$ cat src/rtl/div_pkg.sv
// Shared state encoding and default parameters for the sequential divider.
package div_pkg;

    localparam int DEFAULT_WIDTH           = 32;
    localparam int DEFAULT_STEPS_PER_CYCLE = 1;

    typedef enum logic [1:0] {
        ST_IDLE = 2'd0,
        ST_RUN  = 2'd1,
        ST_FIX  = 2'd2,
        ST_DONE = 2'd3
    } div_state_t;

    function automatic int run_cycles(input int width, input int steps);
        return width / steps;
    endfunction

endpackage

$ cat src/rtl/nr_div_step.sv
// One combinational non-restoring division step on the {PR,Q} register pair.
module nr_div_step
    import div_pkg::*;
#(
    parameter int WIDTH = DEFAULT_WIDTH
) (
    input  logic [WIDTH:0]   pr_in,
    input  logic [WIDTH-1:0] q_in,
    input  logic [WIDTH-1:0] divisor,
    output logic [WIDTH:0]   pr_out,
    output logic [WIDTH-1:0] q_out
);

    logic [WIDTH:0] pr_shift;

    // The add/subtract decision uses the sign before the shift; the WIDTH+1-bit
    // wrap of the shifted value is harmless because the true result fits.
    always_comb begin
        pr_shift = {pr_in[WIDTH-1:0], q_in[WIDTH-1]};
        if (pr_in[WIDTH]) begin
            pr_out = pr_shift + {1'b0, divisor};
        end else begin
            pr_out = pr_shift - {1'b0, divisor};
        end
        q_out = {q_in[WIDTH-2:0], ~pr_out[WIDTH]};
    end

endmodule

$ cat src/rtl/seq_divider.sv
// Multi-cycle signed/unsigned divider: IDLE -> RUN -> FIX -> DONE, with a
// chain of STEPS_PER_CYCLE non-restoring steps evaluated per RUN cycle.
module seq_divider
    import div_pkg::*;
#(
    parameter int WIDTH           = DEFAULT_WIDTH,
    parameter int STEPS_PER_CYCLE = DEFAULT_STEPS_PER_CYCLE
) (
    input  logic             clock,
    input  logic             reset,
    input  logic             start,
    input  logic             is_signed,
    input  logic [WIDTH-1:0] dividend,
    input  logic [WIDTH-1:0] divisor,
    output logic             busy,
    output logic             done,
    output logic [WIDTH-1:0] quotient,
    output logic [WIDTH-1:0] remainder,
    output logic             div_by_zero
);

    localparam int N     = run_cycles(WIDTH, STEPS_PER_CYCLE);
    localparam int CNT_W = $clog2(N + 1);
    localparam logic [CNT_W-1:0] LAST_CNT = CNT_W'(N - 1);

    div_state_t       state_reg;
    logic [WIDTH:0]   pr_reg;
    logic [WIDTH-1:0] q_reg;
    logic [WIDTH-1:0] d_reg;
    logic             q_neg_reg;
    logic             r_neg_reg;
    logic [CNT_W-1:0] cnt_reg;
    logic             busy_reg;
    logic             done_reg;
    logic [WIDTH-1:0] quotient_reg;
    logic [WIDTH-1:0] remainder_reg;
    logic             dbz_reg;

    logic             accept;
    logic             a_neg;
    logic             b_neg;
    logic [WIDTH-1:0] a_mag;
    logic [WIDTH-1:0] b_mag;
    logic [WIDTH-1:0] r_mag;
    logic [WIDTH-1:0] q_fix;
    logic [WIDTH-1:0] r_fix;

    logic [WIDTH:0]   pr_chain [0:STEPS_PER_CYCLE];
    logic [WIDTH-1:0] q_chain  [0:STEPS_PER_CYCLE];

    // The DONE cycle behaves as idle so back-to-back operations lose no cycle.
    assign accept = start && ((state_reg == ST_IDLE) || (state_reg == ST_DONE));

    always_comb begin
        a_neg = is_signed & dividend[WIDTH-1];
        b_neg = is_signed & divisor[WIDTH-1];
        a_mag = a_neg ? -dividend : dividend;
        b_mag = b_neg ? -divisor  : divisor;
    end

    assign pr_chain[0] = pr_reg;
    assign q_chain[0]  = q_reg;

    generate
        for (genvar gi = 0; gi < STEPS_PER_CYCLE; gi++) begin : g_step
            nr_div_step #(
                .WIDTH(WIDTH)
            ) u_step (
                .pr_in  (pr_chain[gi]),
                .q_in   (q_chain[gi]),
                .divisor(d_reg),
                .pr_out (pr_chain[gi+1]),
                .q_out  (q_chain[gi+1])
            );
        end
    endgenerate

    // Final remainder correction and sign application, all modulo 2^WIDTH.
    always_comb begin
        r_mag = pr_reg[WIDTH] ? (pr_reg[WIDTH-1:0] + d_reg) : pr_reg[WIDTH-1:0];
        q_fix = q_neg_reg ? -q_reg : q_reg;
        r_fix = r_neg_reg ? -r_mag : r_mag;
    end

    always_ff @(posedge clock) begin
        if (reset) begin
            state_reg     <= ST_IDLE;
            pr_reg        <= '0;
            q_reg         <= '0;
            d_reg         <= '0;
            q_neg_reg     <= 1'b0;
            r_neg_reg     <= 1'b0;
            cnt_reg       <= '0;
            busy_reg      <= 1'b0;
            done_reg      <= 1'b0;
            quotient_reg  <= '0;
            remainder_reg <= '0;
            dbz_reg       <= 1'b0;
        end else begin
            done_reg <= 1'b0;
            case (state_reg)
                ST_IDLE, ST_DONE: begin
                    if (accept) begin
                        pr_reg    <= '0;
                        q_reg     <= a_mag;
                        d_reg     <= b_mag;
                        q_neg_reg <= a_neg ^ b_neg;
                        r_neg_reg <= a_neg;
                        cnt_reg   <= '0;
                        if (divisor == '0) begin
                            state_reg     <= ST_DONE;
                            done_reg      <= 1'b1;
                            quotient_reg  <= '1;
                            remainder_reg <= dividend;
                            dbz_reg       <= 1'b1;
                        end else begin
                            state_reg <= ST_RUN;
                            busy_reg  <= 1'b1;
                            dbz_reg   <= 1'b0;
                        end
                    end else begin
                        state_reg <= ST_IDLE;
                    end
                end
                ST_RUN: begin
                    pr_reg  <= pr_chain[STEPS_PER_CYCLE];
                    q_reg   <= q_chain[STEPS_PER_CYCLE];
                    cnt_reg <= cnt_reg + 1'b1;
                    if (cnt_reg == LAST_CNT) begin
                        state_reg <= ST_FIX;
                    end
                end
                ST_FIX: begin
                    state_reg     <= ST_DONE;
                    busy_reg      <= 1'b0;
                    done_reg      <= 1'b1;
                    quotient_reg  <= q_fix;
                    remainder_reg <= r_fix;
                end
                default: begin
                    state_reg <= ST_IDLE;
                end
            endcase
        end
    end

    assign busy        = busy_reg;
    assign done        = done_reg;
    assign quotient    = quotient_reg;
    assign remainder   = remainder_reg;
    assign div_by_zero = dbz_reg;

endmodule

$ cat config.mk
export PLATFORM = sky130hd
export DESIGN_NAME = seq_divider
export DESIGN_NICKNAME = d
export VERILOG_FILES = /design/src/rtl/div_pkg.sv /design/src/rtl/nr_div_step.sv /design/src/rtl/seq_divider.sv
export SDC_FILE = /design/constraint.sdc
export NUM_CORES = 1
export LEC_CHECK = 0
export ABC_AREA = 1
export ABC_CLOCK_PERIOD_IN_PS = 11250
export CORE_MARGIN = 2
export CORE_UTILIZATION = 50
export DETAILED_ROUTE_END_ITERATION = 7
export HOLD_SLACK_MARGIN = 0.02
export PLACE_DENSITY = 0.71
export SYNTH_ARGS = -nofsm -noshare
export SYNTH_HDL_FRONTEND = slang
export SYNTH_SLANG_ARGS = --single-unit
export TNS_END_PERCENT = 1
$ cat constraint.sdc
create_clock -name clock -period 11.25 [get_ports clock]
set_input_delay 2.25 -clock clock [delete_from_list [all_inputs] [get_ports clock]]
set_output_delay 2.25 -clock clock [all_outputs]
set_load 0.05 [all_outputs]
Word level (Yosys, flattened, before mapping)
Index checks and enable logic that the tools add are counted. Widths: inputs -> output; s select.

Output and inout port bits: 67. Input bits: 68. Bits in registers: 174. Word-level logic and storage cells: 71.

Reductions and logical operators: 11. Mux-type cells: 28. $add $sub $neg: 8. Bitwise operators: 4. Eq/ne operators: 8.

Operators with widths (count): $mux 32 (10); $pmux 32 s2 (3); $neg 32->32 (4); $mux 33 (2); $pmux 33 s2 (1); $add 33x32->33 (1); $sub 33x32->33 (1); $add 32x32->32 (1); $logic_not 32->1 (1); $pmux 6 s2 (1); $ne 2x2->1 const B (4); $add 6x1->6 const B (1); $eq 6x5->1 const B (1); $mux 2 (3); $mux 6 (1); $pmux 2 s3 (1); $reduce_and 3->1 (2); $eq 2x2->1 const B (2); $mux 1 (4); $pmux 1 s2 (2); $reduce_and 2->1 (2); $reduce_bool 2->1 (2); $and 1x1->1 (2); $eq 2x1->1 const B (1); other kinds (6) (6).

Depth between registers and ports, before layout
Word-level depth: 5. Gate-level depth with buffers: 26. Mapped depth without buffers: 26.

Modules after synthesis
A second synthesis with hierarchy kept.

Cell total of the unflattened synthesis: 2741. Area total of the unflattened synthesis: 16161.8 um^2.

Modules (own cells, without submodules): seq_divider (sequential area each 3483.3 um^2, instances 1, area an instance 12614.6 um^2, cells each 2049); nr_div_step (sequential area each 0.0 um^2, instances 1, area an instance 3547.2 um^2, cells each 692).

Least setup slack after synthesis
No wires, ideal clock.

Path kind: input to register. Start: input port divisor[1]. End: register remainder_reg[19], in the netlist remainder[19]. Required time: 11183 ps. Stages on the path: 16. Setup slack: 7032 ps. Buffers on the path: 1. Setup time: 67 ps. Arrival time: 4151 ps. Path through: inv_1 -> ha_1 -> nor3b_2 -> nand2_2 -> nor3_4 -> nand4_2 -> nor3_4 -> nand3_2 -> nor2_4 -> nand2_2 -> nor2_4 -> nand3_2 -> buf_6 -> o21ai_1 -> nand2_1 -> a21oi_2.

Cells in the longest elaborated chain, start to end: 3.

RTL lines: from (decl) (RTL line seq_divider.sv:14) `input logic [WIDTH-1:0] divisor,`; $logic_not 32->1 (RTL line seq_divider.sv:110) `if (divisor == '0) begin`; $ne 2x2->1 (no line); $reduce_and 3->1 (no line); to (signal assigned) (RTL line seq_divider.sv:114) `remainder_reg <= dividend;`; to (signal assigned) (RTL line seq_divider.sv:138) `remainder_reg <= r_fix;`; to (decl) (RTL line seq_divider.sv:36) `logic [WIDTH-1:0] remainder_reg;`.

Every way passes these cells. A chain may end at the register's enable or synchronous reset.

Worst setup path after layout
Start: input port divisor[1]. End: register remainder_reg[8], in the netlist remainder[8].

Same word-level chain as after synthesis.

==> results.txt <==
Buffers inserted during clock tree synthesis total 17. After detailed placement, the design holds a cell count of 2,895. For this design, the CTS-stage hold fixing added 0 buffers.

The placed instance area is 16,400 sq um. Leaving out fill and tap cells, the most frequent cell in the layout is nand2_1. The die covers 30,900 sq um. The detailed-route wire length per cell was 17.5 microns. Pin placement for this block handled 135 I/O pins.

At the placement stage, the worst setup path has a slack of 5.41 ns. After clock tree synthesis, the clock-pin slew on the worst setup and hold paths is 0.07 ns. The most used flip-flop cell after synthesis is dfxtp_1.

Setup repair after global routing left no endpoint under its margin. In this run the worst hold path is classified as reg2reg. The synthesized design devotes to its leading area cell type 23.6% of total area.

The run finished with clean final reports. The worst endpoint required time came out at 11.62 ns. Each instance of the synthesized netlist takes up on average 6.02 sq um. In this run the deepest clock path goes through 2 buffers. The post-route fraction of the period consumed by the critical path works out to 48.7%.

The analysis attributes to cell leakage a power of 7.69 nW. The total standard cell area after synthesis came out at 14,800 sq um. The number of antenna-violating nets in the routed design was 0; the weighted congestion reported at the end of routability-driven placement was 0.960. The tools report the total setup violations reported at the end of the flow as 0.

The run gives 21,300 microns as the sum of met2 wire segment lengths after detailed routing. The number of standard cells in the layout, taps in and fillers out came out at 2,927. The flop and latch count out of synthesis works out to 174.

Top metal layer carrying routed signals: met4. The clock tree synthesis step divided the H-tree into 4 levels. Largest area contributor in the synthesized netlist: dfxtp_1. The endpoint kind of the worst setup timing path is a flip-flop. Ranked by total cell area, the synthesized netlist is headed by dfxtp_1 24%, nand2_1 17%, a21oi_1 7.9%. The top cell types in the final layout, fill and taps aside, are 667 x nand2_1, 304 x inv_1, 234 x a21oi_1, 212 x nor2_1, 173 x dfxtp_1.

The number of iterations in the first detailed-routing pass is 6. The initial antenna violation count was 0. The worst path needs 5.48 ns of the cycle, external delays included.

Total congestion overflow after global routing: 0. Post-route clock skew: 0.0127 ns. Gates resized during post-CTS repair numbered 0.

The number of different library cells in the post-synthesis netlist came out at 55. The tools report the startpoint class of the critical path as an input port. The number of global-route vias before repair was 14,900; the row count was 62. The fraction of layout instances using a drive strength above 1 is 4.52%, and the effective utilization at floorplan is 51.2%.

The power density of the placed cells was 270 nW/um^2; the later-pin clock latency in the skew report was 0.45 ns. Number of warnings printed during yosys synthesis: 0. The total count of hold-check failures in the final report is 0. In the global route stage, overall resource usage came out at 32.9%.

For this block, the routed nets add up to 51,200 microns of wire. After detailed routing, the number of remaining DRC violations is 0. The tools report the sum of routed wire segments on met1 as 24,400 microns.

The largest individual stage delay along the critical path comes from the cell inv_1. Entering global routing, the biggest net connects 69 pins. Summed over all nets, wire length on met3 after detailed routing comes to 4110 microns. The signal on the critical path passes through clkdlybuf4s50_1 > inv_1 > ha_1 > nor3b_2 > nand2_2 > nor3_4 > nand4_1 > nor3_1 > nand2_1 > o21ai_4 > buf_4 > inv_1 > a21oi_1 > o21ai_0 > a21oi_1.

The peak supply drop was 0.195 mV; the routed via count divided by cell count was 5.61. Setup slack on the critical path of the routed design comes to 5.77 ns. Counting flops with an async set or reset pin after synthesis yields a share of 0%. STA puts the critical path data arrival time at 5.85 ns. The relative slew slack is 16.9%. The run gives 40,100 microns as the half-perimeter wire length after detailed placement. In this run the horizontal extent of the chip is 176 microns.

TritonCTS sink count: 174. The routed layout has 16,400 vias. The run gives 2,451 as the gate count of the mapped netlist. The root buffer cell chosen for the clock tree is clkbuf_16. For this run, the slowest stage of the critical path takes 0.60 ns.

The number of pins with negative max-slew slack in the final report is 0, and the number of flip-flops under the largest register name is 33. The global-route wire length before repair was 79,700 microns. The maximum fanout count along the critical path was 68.

Counting flops with a built-in enable in the synthesized netlist gives 0. At the pin with the least slew margin, the transition time is 1.25 ns. The tools report the reported max-cap violation count as 0.

In this run the vertical extent of the chip is 176 microns. During placement, the flow inserted port buffers numbering 134. TritonCTS built the clock tree. Once layout is complete, the utilization of the core stands at 58.7%. At the end of the flow, the number of nets in the layout was 2,671. The tools report the minimum hold slack as 0.451 ns.

Counting both buffers and inverters, the worst setup path holds a total of 4. The total power draw was 4.58 mW; the sum of negative setup slack was 0 ns. The total inserted antenna cells came out at 0. For this block, the initial DRC count from the detailed router was 1,612. The critical path is of the in2reg type. Once the clock tree was built, the setup fixing pass inserted 0 buffers. The kind of cell with the highest combined delay along the critical path is buffers and inverters. Derived from the worst setup path, the maximum achievable clock frequency is 182 MHz. When the netlist entered floorplanning its net count stood at 2,592. The run gives 16,900 sq um as the final instance area.

After floorplanning, the core was sized to cover 28,900 sq um. The fraction of the yosys area taken by sequential cells was 23.6%; the post-synthesis to final-layout area growth was 14.7%.
## layout make-up
class                      count  area (sq um)
sequential                   174          3480
multi-input combinational   1881          9780
inverter                     307          1160
tap                          384           480
fill                        2920         11900
clock buffer                  20           457
timing repair buffer         149          1450
clock inverter                12           128
## per-layer routing
| metal | global-route usage, % | up-vias |
|---|---|---|
| li1 | - | 8272 |
| met1 | 47.8 | 7436 |
| met2 | 49.5 | 636 |
| met3 | 5.19 | 66 |
| met4 | 10.7 | 0 |
| met5 | 0 | - |
## tightest hold or removal path, cell delays in order, from the launching register on
cell and delay (ns):
dfxtp_1 0.31, inv_1 0.04, a21oi_1 0.05
## worst paths after layout
kind,endpoint,slack (ns),from,cells after the start
worst max-delay path,remainder[8]$_SDFFE_PP0P_,5.77,divisor[1],15
worst min-delay path,busy$_SDFFE_PP0P_,0.45,busy$_SDFFE_PP0P_,2
worst max register to register,q_reg[0]$_SDFFE_PP0P_,6.80,d_reg[1]$_SDFFE_PP0P_,24
worst min register to register,busy$_SDFFE_PP0P_,0.45,busy$_SDFFE_PP0P_,2
## cell usage after synthesis (all sizes together), types with 28 or more instances
cell type  count
nand2        673
inv          306
a21oi        238
nor2         219
o21ai        199
dfxtp        174
nand3        153
ha            71
clkbuf        69
xor2          58
nor3          42
a31oi         34
or2           28
## power breakdown
| group | internal [mW] | switching [mW] |
|---|---|---|
| logic | 0.942 | 2.02 |
| registers | 0.779 | 0.234 |
| clock network | 0.324 | 0.279 |
## cell families after synthesis
kind of cell,after synthesis,synth area share (%)
AO/OA/AOI/OAI,560,21.3
XOR/XNOR,83,4.92
adder cells (fa/ha/maj),73,6.29
buffers and inverters,396,10.3
flip-flops,174,23.6
AND/OR/NAND/NOR,1165,33.7
Power figures use the tool's default switching activity.
